$ cat src/rtl/fir_channel_scheduler.sv
// fir_channel_scheduler
// Shares one FIR filter engine between CHANNELS requesters. An idle cycle with
// any request picks a winner round-robin, latches its sample block, pulses the
// filter start together with the winner's ack, waits for done (bounded by a
// watchdog), then delivers the result tagged with the requesting channel.
// Optional build macro: FIR_SCHED_PRIORITY_EN gives channel 0 strict priority;
// the remaining channels keep round-robin order among themselves.
module fir_channel_scheduler #(
    parameter int CHANNELS       = 4,
    parameter int DATA_WIDTH     = 32,
    parameter int RESULT_WIDTH   = 64,
    parameter int TIMEOUT_CYCLES = 4096
) (
    input  logic                           clkIn,
    input  logic                           resetIn,
    input  logic [CHANNELS-1:0]            reqIn,
    input  logic [CHANNELS*DATA_WIDTH-1:0] reqDataIn,
    output logic [CHANNELS-1:0]            ackOut,
    output logic                           firStartOut,
    output logic [DATA_WIDTH-1:0]          firDataOut,
    input  logic                           firDoneIn,
    input  logic [RESULT_WIDTH-1:0]        firResultIn,
    output logic [RESULT_WIDTH-1:0]        resultOut,
    output logic [$clog2(CHANNELS)-1:0]    resultChannelOut,
    output logic                           resultValidOut,
    output logic                           timeoutOut,
    output logic                           busyOut
);

    localparam int              CH_W     = $clog2(CHANNELS);
    localparam int              WD_W     = $clog2(TIMEOUT_CYCLES);
    localparam logic [CH_W:0]   CH_COUNT = (CH_W + 1)'(CHANNELS);
    localparam logic [WD_W-1:0] WD_LIMIT = WD_W'(TIMEOUT_CYCLES - 1);

    typedef enum logic [1:0] {S_IDLE, S_START, S_WAIT, S_DELIVER} state_t;

    state_t                state;
    state_t                next_state;
    logic [CH_W-1:0]       rr_pointer;
    logic [CH_W-1:0]       grant_channel;
    logic [CH_W-1:0]       grant_idx;
    logic [CH_W-1:0]       grant_offset;
    logic [CH_W-1:0]       next_pointer;
    logic [CH_W:0]         grant_sum;
    logic [CH_W:0]         pointer_sum;
    logic [CHANNELS-1:0]   req_rot;
    logic                  grant_found;
    logic [DATA_WIDTH-1:0] grant_data;
    logic [WD_W-1:0]       watchdog;
    logic                  watchdog_expired;

    assign watchdog_expired = (watchdog == WD_LIMIT);

    // Rotate requests so rr_pointer sits at bit 0, take the first set bit, map back to a channel.
    always_comb begin
        // NOTE: every signal written here gets a default first, so no latch can be inferred.
        req_rot      = CHANNELS'({reqIn, reqIn} >> rr_pointer);
        grant_found  = 1'b0;
        grant_offset = '0;
        for (int k = 0; k < CHANNELS; k++) begin
            if (!grant_found && req_rot[k]) begin
                grant_found  = 1'b1;
                grant_offset = CH_W'(k);
            end
        end
        grant_sum = {1'b0, rr_pointer} + {1'b0, grant_offset};
        grant_idx = (grant_sum >= CH_COUNT) ? CH_W'(grant_sum - CH_COUNT) : grant_sum[CH_W-1:0];
`ifdef FIR_SCHED_PRIORITY_EN
        if (reqIn[0]) begin
            grant_idx = '0;
        end
`endif
    end

    // Select the sample block of the channel that wins this cycle.
    always_comb begin
        grant_data = '0;
        for (int k = 0; k < CHANNELS; k++) begin
            if (grant_idx == CH_W'(k)) begin
                grant_data = reqDataIn[k*DATA_WIDTH +: DATA_WIDTH];
            end
        end
    end

    // Pointer advances to one past the channel just granted, wrapping at CHANNELS.
    always_comb begin
        pointer_sum  = {1'b0, grant_channel} + (CH_W + 1)'(1);
        next_pointer = (pointer_sum == CH_COUNT) ? '0 : pointer_sum[CH_W-1:0];
    end

    // State register.
    always_ff @(posedge clkIn or posedge resetIn) begin
        // NOTE: clocked state uses non-blocking assignments so every register samples pre-edge values.
        if (resetIn) begin
            state <= S_IDLE;
        end else begin
            state <= next_state;
        end
    end

    // Next-state logic and per-state strobes.
    always_comb begin
        next_state     = state;
        ackOut         = '0;
        firStartOut    = 1'b0;
        resultValidOut = 1'b0;
        busyOut        = (state != S_IDLE);
        unique case (state)
            S_IDLE: begin
                if (|reqIn) begin
                    next_state = S_START;
                end
            end
            S_START: begin
                firStartOut = 1'b1;
                ackOut      = CHANNELS'(1) << grant_channel;
                next_state  = S_WAIT;
            end
            S_WAIT: begin
                // Done wins over a watchdog expiry in the same cycle.
                if (firDoneIn) begin
                    next_state = S_DELIVER;
                end else if (watchdog_expired) begin
                    next_state = S_IDLE;
                end
            end
            S_DELIVER: begin
                resultValidOut = 1'b1;
                next_state     = S_IDLE;
            end
            default: next_state = S_IDLE;
        endcase
    end

    // Datapath: grant capture, pointer, watchdog, result capture and timeout pulse.
    always_ff @(posedge clkIn or posedge resetIn) begin
        if (resetIn) begin
            rr_pointer       <= '0;
            grant_channel    <= '0;
            firDataOut       <= '0;
            watchdog         <= '0;
            resultOut        <= '0;
            resultChannelOut <= '0;
            timeoutOut       <= 1'b0;
        end else begin
            timeoutOut <= 1'b0;
            unique case (state)
                S_IDLE: begin
                    if (|reqIn) begin
                        firDataOut    <= grant_data;
                        grant_channel <= grant_idx;
                    end
                end
                S_START: begin
                    watchdog <= '0;
`ifdef FIR_SCHED_PRIORITY_EN
                    if (grant_channel != '0) begin
                        rr_pointer <= next_pointer;
                    end
`else
                    rr_pointer <= next_pointer;
`endif
                end
                S_WAIT: begin
                    watchdog <= watchdog + WD_W'(1);
                    if (firDoneIn) begin
                        resultOut        <= firResultIn;
                        resultChannelOut <= grant_channel;
                    end else if (watchdog_expired) begin
                        timeoutOut <= 1'b1;
                    end
                end
                default: ;
            endcase
        end
    end

endmodule

$ cat config.mk
export PLATFORM = sky130hd
export DESIGN_NAME = fir_channel_scheduler
export DESIGN_NICKNAME = d
export VERILOG_FILES = /design/src/rtl/fir_channel_scheduler.sv
export SDC_FILE = /design/constraint.sdc
export NUM_CORES = 1
export LEC_CHECK = 0
export BUFFER_PORTS_ARGS = -buffer_cell sky130_fd_sc_hd__buf_2
export CORE_AREA = 2 2 124 126
export CTS_BUF_LIST = sky130_fd_sc_hd__clkbuf_16
export CTS_CLUSTER_DIAMETER = 30
export DETAILED_ROUTE_END_ITERATION = 8
export DIE_AREA = 0 0 126 128
export GPL_TIMING_DRIVEN = 0
export PLACE_DENSITY = 0.8
export SLEW_MARGIN = 20
export SYNTH_ARGS = -nofsm -noshare
export SYNTH_HDL_FRONTEND = slang
export SYNTH_SLANG_ARGS = --single-unit
$ cat constraint.sdc
create_clock -name clkIn -period 4.4 [get_ports clkIn]
set_input_delay 0.66 -clock clkIn [delete_from_list [all_inputs] [get_ports clkIn]]
set_output_delay 0.66 -clock clkIn [all_outputs]
set_load 0.02 [all_outputs]
# ---- Word-level counts from Yosys, hierarchy flattened
# Cells that the tools add are included.
dict set report word_totals {
  reg_bits 117
  input_bits 199
  output_inout_bits 106
  wordCells 62
}
dict set report op_classes {
  addsub 4
  order_cmp 1
  eq_ne 10
  n_shift 2
  mux 23
  reduce_logical 14
}
# op n
set ops {}
lappend ops {{$mux W32} 4}
lappend ops {{$pmux W12 S2} 1}
lappend ops {{$mux W2} 7}
lappend ops {{$add A12 B1 Y12 const B} 1}
lappend ops {{$eq A12 B12 Y1 const B} 1}
lappend ops {{$mux W1} 9}
lappend ops {{$eq A2 B2 Y1 const B} 4}
lappend ops {{$pmux W2 S4} 1}
lappend ops {{$shr A8 B2 Y4} 1}
lappend ops {{$reduce_and A2 Y1} 3}
lappend ops {{$eq A2 B1 Y1 const B} 2}
lappend ops {{$logic_not A2 Y1} 2}
lappend ops {{$mux W4} 1}
lappend ops {{$reduce_bool A2 Y1} 2}
lappend ops {{$reduce_or A4 Y1} 1}
lappend ops {{$shl A1 B2 Y4 const A} 1}
lappend ops {{$add A2 B1 Y3 const B} 1}
lappend ops {{$add A2 B2 Y3} 1}
lappend ops {{$eq A3 B3 Y1 const B} 1}
lappend ops {{$ge A3 B3 Y1 const B} 1}
lappend ops {{$logic_and A1 B1 Y1} 3}
lappend ops {{$logic_not A1 Y1} 3}
lappend ops {{$ne A3 B3 Y1 const B} 1}
lappend ops {{$ne A2 B2 Y1 const B} 1}
lappend ops {{$sub A2 B1 Y2 const B} 1}

# ---- Logic depth before layout (Yosys ltp)
# Gate-level depths: netlist (run 1).
dict set report depth {
  depth_word 19
  depth_mapped 12
  ltp_nobuf 9
}

# ---- Worst setup path after synthesis (run 1)
# No wires, ideal clock.
dict set report synth_timing {
  path_type {in2reg}
  start {input port reqIn[2]}
  end {register firDataOut[0]}
  setup_ns 0.128
  t_arrival_ns 2.459
  required_ns 4.272
  slack_ns 1.813
  path_stages 12
  path_buffers 3
  cell_sequence {clkbuf_2 -> nor2_2 -> nor3_1 -> a21oi_1 -> o211ai_1 -> ha_1 -> buf_2 -> buf_2 -> mux2i_1 -> nor3_1 -> mux2i_1 -> nand3_1}
}
dict set report synth_via {
  elab_chain_len 19
  word_cells_on_any_way 27
  cone_classes {add/sub (2); order compare (1); eq/ne (3); shift (1); mux (11); reduce/logical (9)}
}
# element line
set synth_rtl {}
lappend synth_rtl {{from (decl)} 16} ;# input logic [CHANNELS-1:0] reqIn,
lappend synth_rtl {{$shr A8 B2 Y4 (*)} 57} ;# req_rot = CHANNELS'({reqIn, reqIn} >> rr_pointer);
lappend synth_rtl {{$mux W1} 61} ;# if (!grant_found && req_rot[k]) begin
lappend synth_rtl {{$logic_not A1 Y1} 61}
lappend synth_rtl {{$logic_and A1 B1 Y1} 61}
lappend synth_rtl {{$mux W1} 61}
lappend synth_rtl {{$logic_not A1 Y1} 61}
lappend synth_rtl {{$logic_and A1 B1 Y1} 61}
lappend synth_rtl {{$mux W1} 61}
lappend synth_rtl {{[... 2 more ...]} -}
lappend synth_rtl {{$mux W2 (*)} 61}
lappend synth_rtl {{$add A2 B2 Y3 (*)} 66} ;# grant_sum = {1'b0, rr_pointer} + {1'b0, grant_offset};
lappend synth_rtl {{$ge A3 B3 Y1 / $sub A2 B1 Y2 (equally long branches)} 67} ;# grant_idx = (grant_sum >= CH_COUNT) ? CH_W'(grant_sum - CH_COUNT) : grant_sum[CH_W-1:0];
lappend synth_rtl {{$mux W2 (*)} 67}
lappend synth_rtl {{via grant_idx[0]} 41} ;# logic [CH_W-1:0] grant_idx;
lappend synth_rtl {{$logic_not A2 Y1} 79} ;# if (grant_idx == CH_W'(k)) begin
lappend synth_rtl {{$mux W32 (3 in a row)} 79}
lappend synth_rtl {{$mux W32 (*)} 79}
lappend synth_rtl {{to (signal assigned)} 150} ;# firDataOut <= grant_data;
lappend synth_rtl {{to (decl)} 20} ;# output logic [DATA_WIDTH-1:0] firDataOut,
# Mark *: on every way through the listed nets, which the timed path passes. The rest lies on a longest branch.
# A chain may end at the register's enable or synchronous reset.

# ---- Worst setup path in the final report (run 1)
dict set report layout_timing {
  start {register rr_pointer[0]}
  end {register firDataOut[23]}
}
dict set report layout_via {
  elab_chain_len 19
  word_cells_on_any_way 25
  cone_classes {add/sub (2); order compare (1); eq/ne (3); shift (1); mux (11); reduce/logical (7)}
}
# element line
set layout_rtl {}
lappend layout_rtl {{from (decl)} 39} ;# logic [CH_W-1:0] rr_pointer;
lappend layout_rtl {{from (signal assigned)} 161} ;# rr_pointer <= next_pointer;
lappend layout_rtl {{$shr A8 B2 Y4} 57}
lappend layout_rtl {{$mux W1} 61}
lappend layout_rtl {{$logic_not A1 Y1} 61}
lappend layout_rtl {{$logic_and A1 B1 Y1} 61}
lappend layout_rtl {{$mux W1} 61}
lappend layout_rtl {{$logic_not A1 Y1} 61}
lappend layout_rtl {{$logic_and A1 B1 Y1} 61}
lappend layout_rtl {{$mux W1} 61}
lappend layout_rtl {{[... 2 more ...]} -}
lappend layout_rtl {{$mux W2} 61}
lappend layout_rtl {{$add A2 B2 Y3 (*)} 66}
lappend layout_rtl {{$ge A3 B3 Y1 / $sub A2 B1 Y2 (equally long branches)} 67}
lappend layout_rtl {{$mux W2 (*)} 67}
lappend layout_rtl {{via grant_idx[0]} 41}
lappend layout_rtl {{$logic_not A2 Y1} 79}
lappend layout_rtl {{$mux W32 (3 in a row)} 79}
lappend layout_rtl {{$mux W32 (*)} 79}
# Marks and branches as above.

==> results of run 1 <==
layout make-up:
cell class              instances  area, µm²  share of cell area, %
flip-flops and latches        117       2930                   31.1
plain buffers                  59        345                   3.67
well taps                     188        235                   2.50
clock inverters                15        228                   2.42
multi-input cells             493       3650                   38.9
clock buffers                  17        425                   4.53
inverters                      10       42.5                  0.453
repair buffers                304       1540                   16.4
sequential cells by signal, indices dropped and copies added (netlist names):
name	flops
timeoutOut	1
state	2
grant_channel	2
watchdog	12
firDataOut	32
resultChannelOut	2
rr_pointer	2
resultOut	64
power by group through the flow:
stage / combinational (mW) / sequential, mW / clock [mW]
final: 4.71 / 1.87 / 1.53
after global routing: 5.10 / 1.92 / 1.61
after CTS: 4.74 / 1.86 / 1.55
after detailed placement: 4.72 / 1.87 / 0
after global placement: 4.64 / 1.86 / 0
after floorplan: 2.81 / 2.40 / 0
how the worst max path moves through the flow:
| stage | slack [ns] | start | cells past startpoint | endpoint |
|---|---|---|---|---|
| final | 1.53 | rr_pointer[0] | 11 | firDataOut[23] |
| after detailed placement | 1.24 | reqIn[3] | 12 | firDataOut[19] |
| after CTS | 1.53 | rr_pointer[0] | 11 | firDataOut[19] |
| after floorplan | 0.64 | resetIn | 1 | firDataOut[0] |
| after global placement | -0.76 | resetIn | 2 | resultOut[9] |
| after global routing | 1.33 | rr_pointer[0] | 11 | firDataOut[19] |
kinds of logic (layout without fill, tap and decap cells):
family	after synthesis	after routing	share of synthesized area, %
fa+ha+maj	10	10	1.80
compound gates	25	25	2.55
simple gates	253	253	17.5
mux	197	197	29.5
xor+xnor	8	8	1.11
flops	117	117	42.0
buf+inv	69	405	5.50
worst max-delay path, stage by stage (launching register included):
cell      delay [ns]
dfrtp_1         0.39
buf_2           0.19
and3_1          0.15
o21ai_0         0.16
o211ai_1        0.12
ha_1            0.29
buf_2           0.31
buf_2           0.39
mux2i_1         0.32
nor3_1          0.09
mux2i_1         0.21
nand3_1         0.10
per-stage QoR:
step | std cells | power (mW)
floorplan | 679 | 5.20
global placement | 1170 | 6.51
detailed placement | 1171 | 6.60
CTS | 1203 | 8.15
global route | 1203 | 8.63
finish | 1203 | 8.11
cell usage in the layout, fill, tap and decap left out, types with 7 or more instances in the layout:
cell type and instances:
buf_2 319, clkbuf_1 28, clkbuf_16 17, dfrtp_1 117, ha_1 10, inv_1 10, mux2_2 67, mux2i_1 130
nand2_1 47, nand3_1 42, nor2_1 16, nor3_1 131, o21ai_0 7
metal layers:
metal	share of wire, %	wire length (µm)	GRT usage, %	vias up
met5	0	0	0	-
met2	52	10800	46.4	264
met4	1.3	261	6.21	0
met1	40	8170	29.2	3043
met3	6.7	1380	6.43	17
li1	-	-	-	3074
==> results.md, run 1 <==
* Status: finished clean
* Tmin final at 2.87 ns
* Worst-margin pin slew at 0.724 ns
* I/O pin cnt at 305
* Worst Clk Skew at 0.00971 ns
* Net Sw Frac at 45.6%
* Initial antenna violation count at 0
* Critical Path RT at 4.68 ns
* Worst Hold Class: primary input to async pin
* Worst-path maximum fanout at 10
* Top cells by count, synth: nor3_1, mux2i_1, dfrtp_1
* TritonRoute pass-1 iters at 4
* DRT iter0 DRCs at 249
* Final GP Congestion at 0.844
* Nets at 1211
* Synth top area cells: dfrtp_1, mux2i_1, mux2_2
* CORE AREA at 14900 µm²
* Core Util, Final at 63.2%
* Most frequent cell after synthesis: nor3_1
* ANT cells at 0
* Mapped cell area at 6960 µm²
* Ys async rst share at 100%
* Fraction of layout cells with a size suffix above 1 at 42.9%
* Pint at 4.42 mW
* Clock transition at path regs at 0.06 ns
* Switch Pwr at 3.69 mW
* F_max at 348 MHz
* Placed inst area at 8750 µm²
* Pleak at 4.96 nW
* Post-Route Setup TNS at 0 ns
* Root buffer cell: clkbuf_16
* Die footprint at 16100 µm²
* Number of fill cells at 1273
* Slew Viols, Final at 0
* Total global routing overflow at 0
* RR Startpoint: rr_pointer[0]
* Ys Warns at 0
* CTS tree: yes
* Clk sinks at 117
* PD cells at 863 nW/µm²
* Worst VDD drop at 413 µV
* DRT antenna net count at 0
* Yosys top cell by area: dfrtp_1
* Post-CTS setup buffer count at 0
* Pre-CTS WS at 1.24 ns
* Post-route cell area at 9400 µm²
* Gr usage total at 25.1%
* Kind of critical path: flop to flop
* Syn nets at 888
* Residual DRC count at 0
* WL final at 20.6 mm
* WL/cell at 17.2 µm
* RR Endpoint: firDataOut[23]
* H-tree levels at 4
* Yosys reg bits at 117
* First-pass GRT wire length at 31.6 mm
* Startpoint types: flop
* Initial Utilization at 46.8%
* Std cell rows at 45
* Mean area per synthesized cell at 10.3 µm²
* CTS buffer count at 17
* Period utilisation layout at 65.2%
* Max_slew headroom at 51.7%
* Routed vias/inst at 5.32
* Clk Latency, worst-skew pair at 0.41 ns
* RSZ-0062 raised after global routing: false
* I/O Buffers at 303
* Register area share after synthesis at 42.0%
* Worst R2R Path Depth at 11
* Post-synth top area share at 42.0%
* Reg2reg setup slack at 1.53 ns
* Final Hold Slack at 0.280 ns
* Hold Buf Count CTS at 0
* Die width at 126 µm
* Sequential Power Share at 23.0%
* Layout area overhead at 35.0%
* Clock share of power at 18.9%
* Mapped Cells at 679
* Post-synth EDFFs at 0
* Die Y at 128 µm
* Via count at 6398
* Max-cap violations at 0
* Final hold viol count at 0
* Largest net degree at the start of global routing at 65
* Post-synthesis cell type count at 42
* CTS max path bufs at 2
* Final Worst Setup Slack at 1.53 ns
* CTS resizes at 0
* Main synth FF type: dfrtp_1
* Hpwl dp at 15.8 mm
* Vias in the first global route at 6061
* Crit. End Element: flop
* Final setup vio count at 0
* Comb pwr share at 58.1%
* WP data arrival at 3.15 ns
Power figures use the tool's default switching activity.
==> run 2, diff against run 1 <==
==> constraint.sdc (replaced) <==
create_clock -name clkIn -period 2.87 [get_ports clkIn]
set_input_delay 0.4305 -clock clkIn [delete_from_list [all_inputs] [get_ports clkIn]]
set_output_delay 0.4305 -clock clkIn [all_outputs]
set_load 0.02 [all_outputs]
==> results.md, run 2 (synthesis gave the netlist of run 1 again) <==
* RSZ-0062 raised after global routing: false
* PD cells at 1300 nW/µm²
* WL final at 20.6 mm
* CORE AREA at 14900 µm²
* Nets at 1214
* WP data arrival at 2.95 ns
* Std cell rows at 45
* Gr usage total at 25.0%
* Layout Cells excl Fill at 1205
* Hpwl dp at 16.0 mm
* Worst Hold Class: primary input to async pin
* CTS tree: yes
* Total global routing overflow at 0
* Vias in the first global route at 6325
* Dpl cells at 1174
* Layout area overhead at 34.9%
* Clk sinks at 117
* I/O Buffers at 303
* Die width at 126 µm
* First-pass GRT wire length at 31.8 mm
* Tmin final at 2.66 ns
* Most frequent cells in the layout: buf_2, nor3_1, mux2i_1, dfrtp_1, mux2_2
* Top reg by flops: resultOut
* Worst-margin pin slew at 0.706 ns
* Max-cap violations at 0
* CTS max path bufs at 2
* Crit. End Element: flop
* Via count at 6454
* Critical path's slowest cell: dfrtp_1
* Post-layout power at 12.2 mW
* Largest register FFs at 64
* Status: finished clean
* ANT cells at 0
* Routed vias/inst at 5.36
* Pleak at 4.94 nW
* Worst-path maximum fanout at 10
* Biggest registers after layout: resultOut: 64 flops, firDataOut: 32 flops, watchdog: 12 flops
* Residual DRC count at 0
* DRT antenna net count at 0
* Root buffer cell: clkbuf_16
* Worst VDD drop at 738 µV
* Critical Path Max Stage Delay at 0.39 ns
* Die Y at 128 µm
* CP most frequent cell: mux2i_1
* TritonRoute pass-1 iters at 5
* H-tree levels at 4
* Worst Clk Skew at 0.0128 ns
* CTS buffer count at 17
* I/O pin cnt at 305
* Largest net degree at the start of global routing at 37
* Final hold viol count at 0
* Final GP Congestion at 0.856
* Max_slew headroom at 53.0%
* Critical Path RT at 3.16 ns
* Placed inst area at 8810 µm²
* Initial antenna violation count at 2
* Kind of critical path: flop to flop
* Clk Latency, worst-skew pair at 0.42 ns
* Cells along the critical path: buf_2 > and3_1 > o21ai_0 > o211ai_1 > ha_1 > clkbuf_4 > buf_4 > mux2i_1 > nor3_1 > mux2i_1 > nand3_1
* Commonest non-fill, non-tap cell in the layout: buf_2
* Number of fill cells at 1271
* F_max at 376 MHz
* Final setup vio count at 0
* Post-route cell area at 9390 µm²
* Startpoint types: flop
* Period utilisation layout at 92.7%
* DRT iter0 DRCs at 242
* Post-CTS setup buffer count at 0
* Fraction of layout cells with a size suffix above 1 at 43.4%
* Clock transition at path regs at 0.06 ns
* Initial Utilization at 46.8%
* WL/cell at 17.1 µm
* Die footprint at 16100 µm²
* Slew Viols, Final at 0
* Final Hold Slack at 0.0185 ns
[run 2: timing repair]
item                                    4_1_cts  5_1_grt
resized for setup                             0       18
hold buffers                                  0        0
endpoints found under the setup margin        0       31
hold endpoints to repair                      0        0
[run 2: power by group]
part	internal, mW	total [mW]	switching (mW)
clock network	1.26	2.04	0.779
logic	2.87	7.34	4.47
registers	2.43	2.82	0.390
total	6.56	12.2	5.64
[run 2: cell type report]
type / instances / area, µm² / area share [%]
multi-input cells: 493 / 3660 / 38.9
flip-flops and latches: 117 / 2930 / 31.2
repair buffers: 307 / 1600 / 17.1
clock buffers: 17 / 425 / 4.53
plain buffers: 59 / 365 / 3.89
well taps: 188 / 235 / 2.50
clock inverters: 14 / 138 / 1.47
inverters: 10 / 41.3 / 0.440
[run 2: critical path, delay by kind of cell, from the launching register on]
| family | cells | cell delay, ns |
|---|---|---|
| AO/OA/AOI/OAI | 2 | 0.26 |
| buffers and inverters | 3 | 0.70 |
| flip-flops | 1 | 0.39 |
| adder cells (fa/ha/maj) | 1 | 0.32 |
| multiplexers | 2 | 0.51 |
| AND/OR/NAND/NOR | 3 | 0.32 |
[run 2: per-stage QoR]
stage	setup slack (ns)	setup TNS [ns]	util, %
after global routing	0.00566	0	63.2
after CTS	0.0653	0	63.0
after detailed placement	-0.00379	-0.00379	59.2
after floorplan	0.513	0	-
after global placement	0.00972	0	58.7
final	0.210	0	63.2
[run 2: path summary, 6_finish.rpt]
| check | from | endpoint | slack [ns] | cells past startpoint |
|---|---|---|---|---|
| max in group asynchronous | resetIn | firDataOut[29] | 2.20 | 4 |
| worst min-delay path | resetIn | resultOut[0] | 0.02 | 2 |
| worst max register to register | rr_pointer[0] | firDataOut[25] | 0.21 | 11 |
| worst min register to register | resultChannelOut[0] | resultChannelOut[0] | 0.49 | 2 |
| worst max-delay path | rr_pointer[0] | firDataOut[25] | 0.21 | 11 |
| min in group clkIn | firDoneIn | timeoutOut | 0.24 | 2 |
[run 2: metal layers]
metal	vias to the layer above	global-route usage, %	wire (µm)
li1	3091	-	-
met1	3048	28.1	7800
met2	285	46.9	11000
met3	28	5.18	1460
met4	2	8.92	327
met5	-	0	17
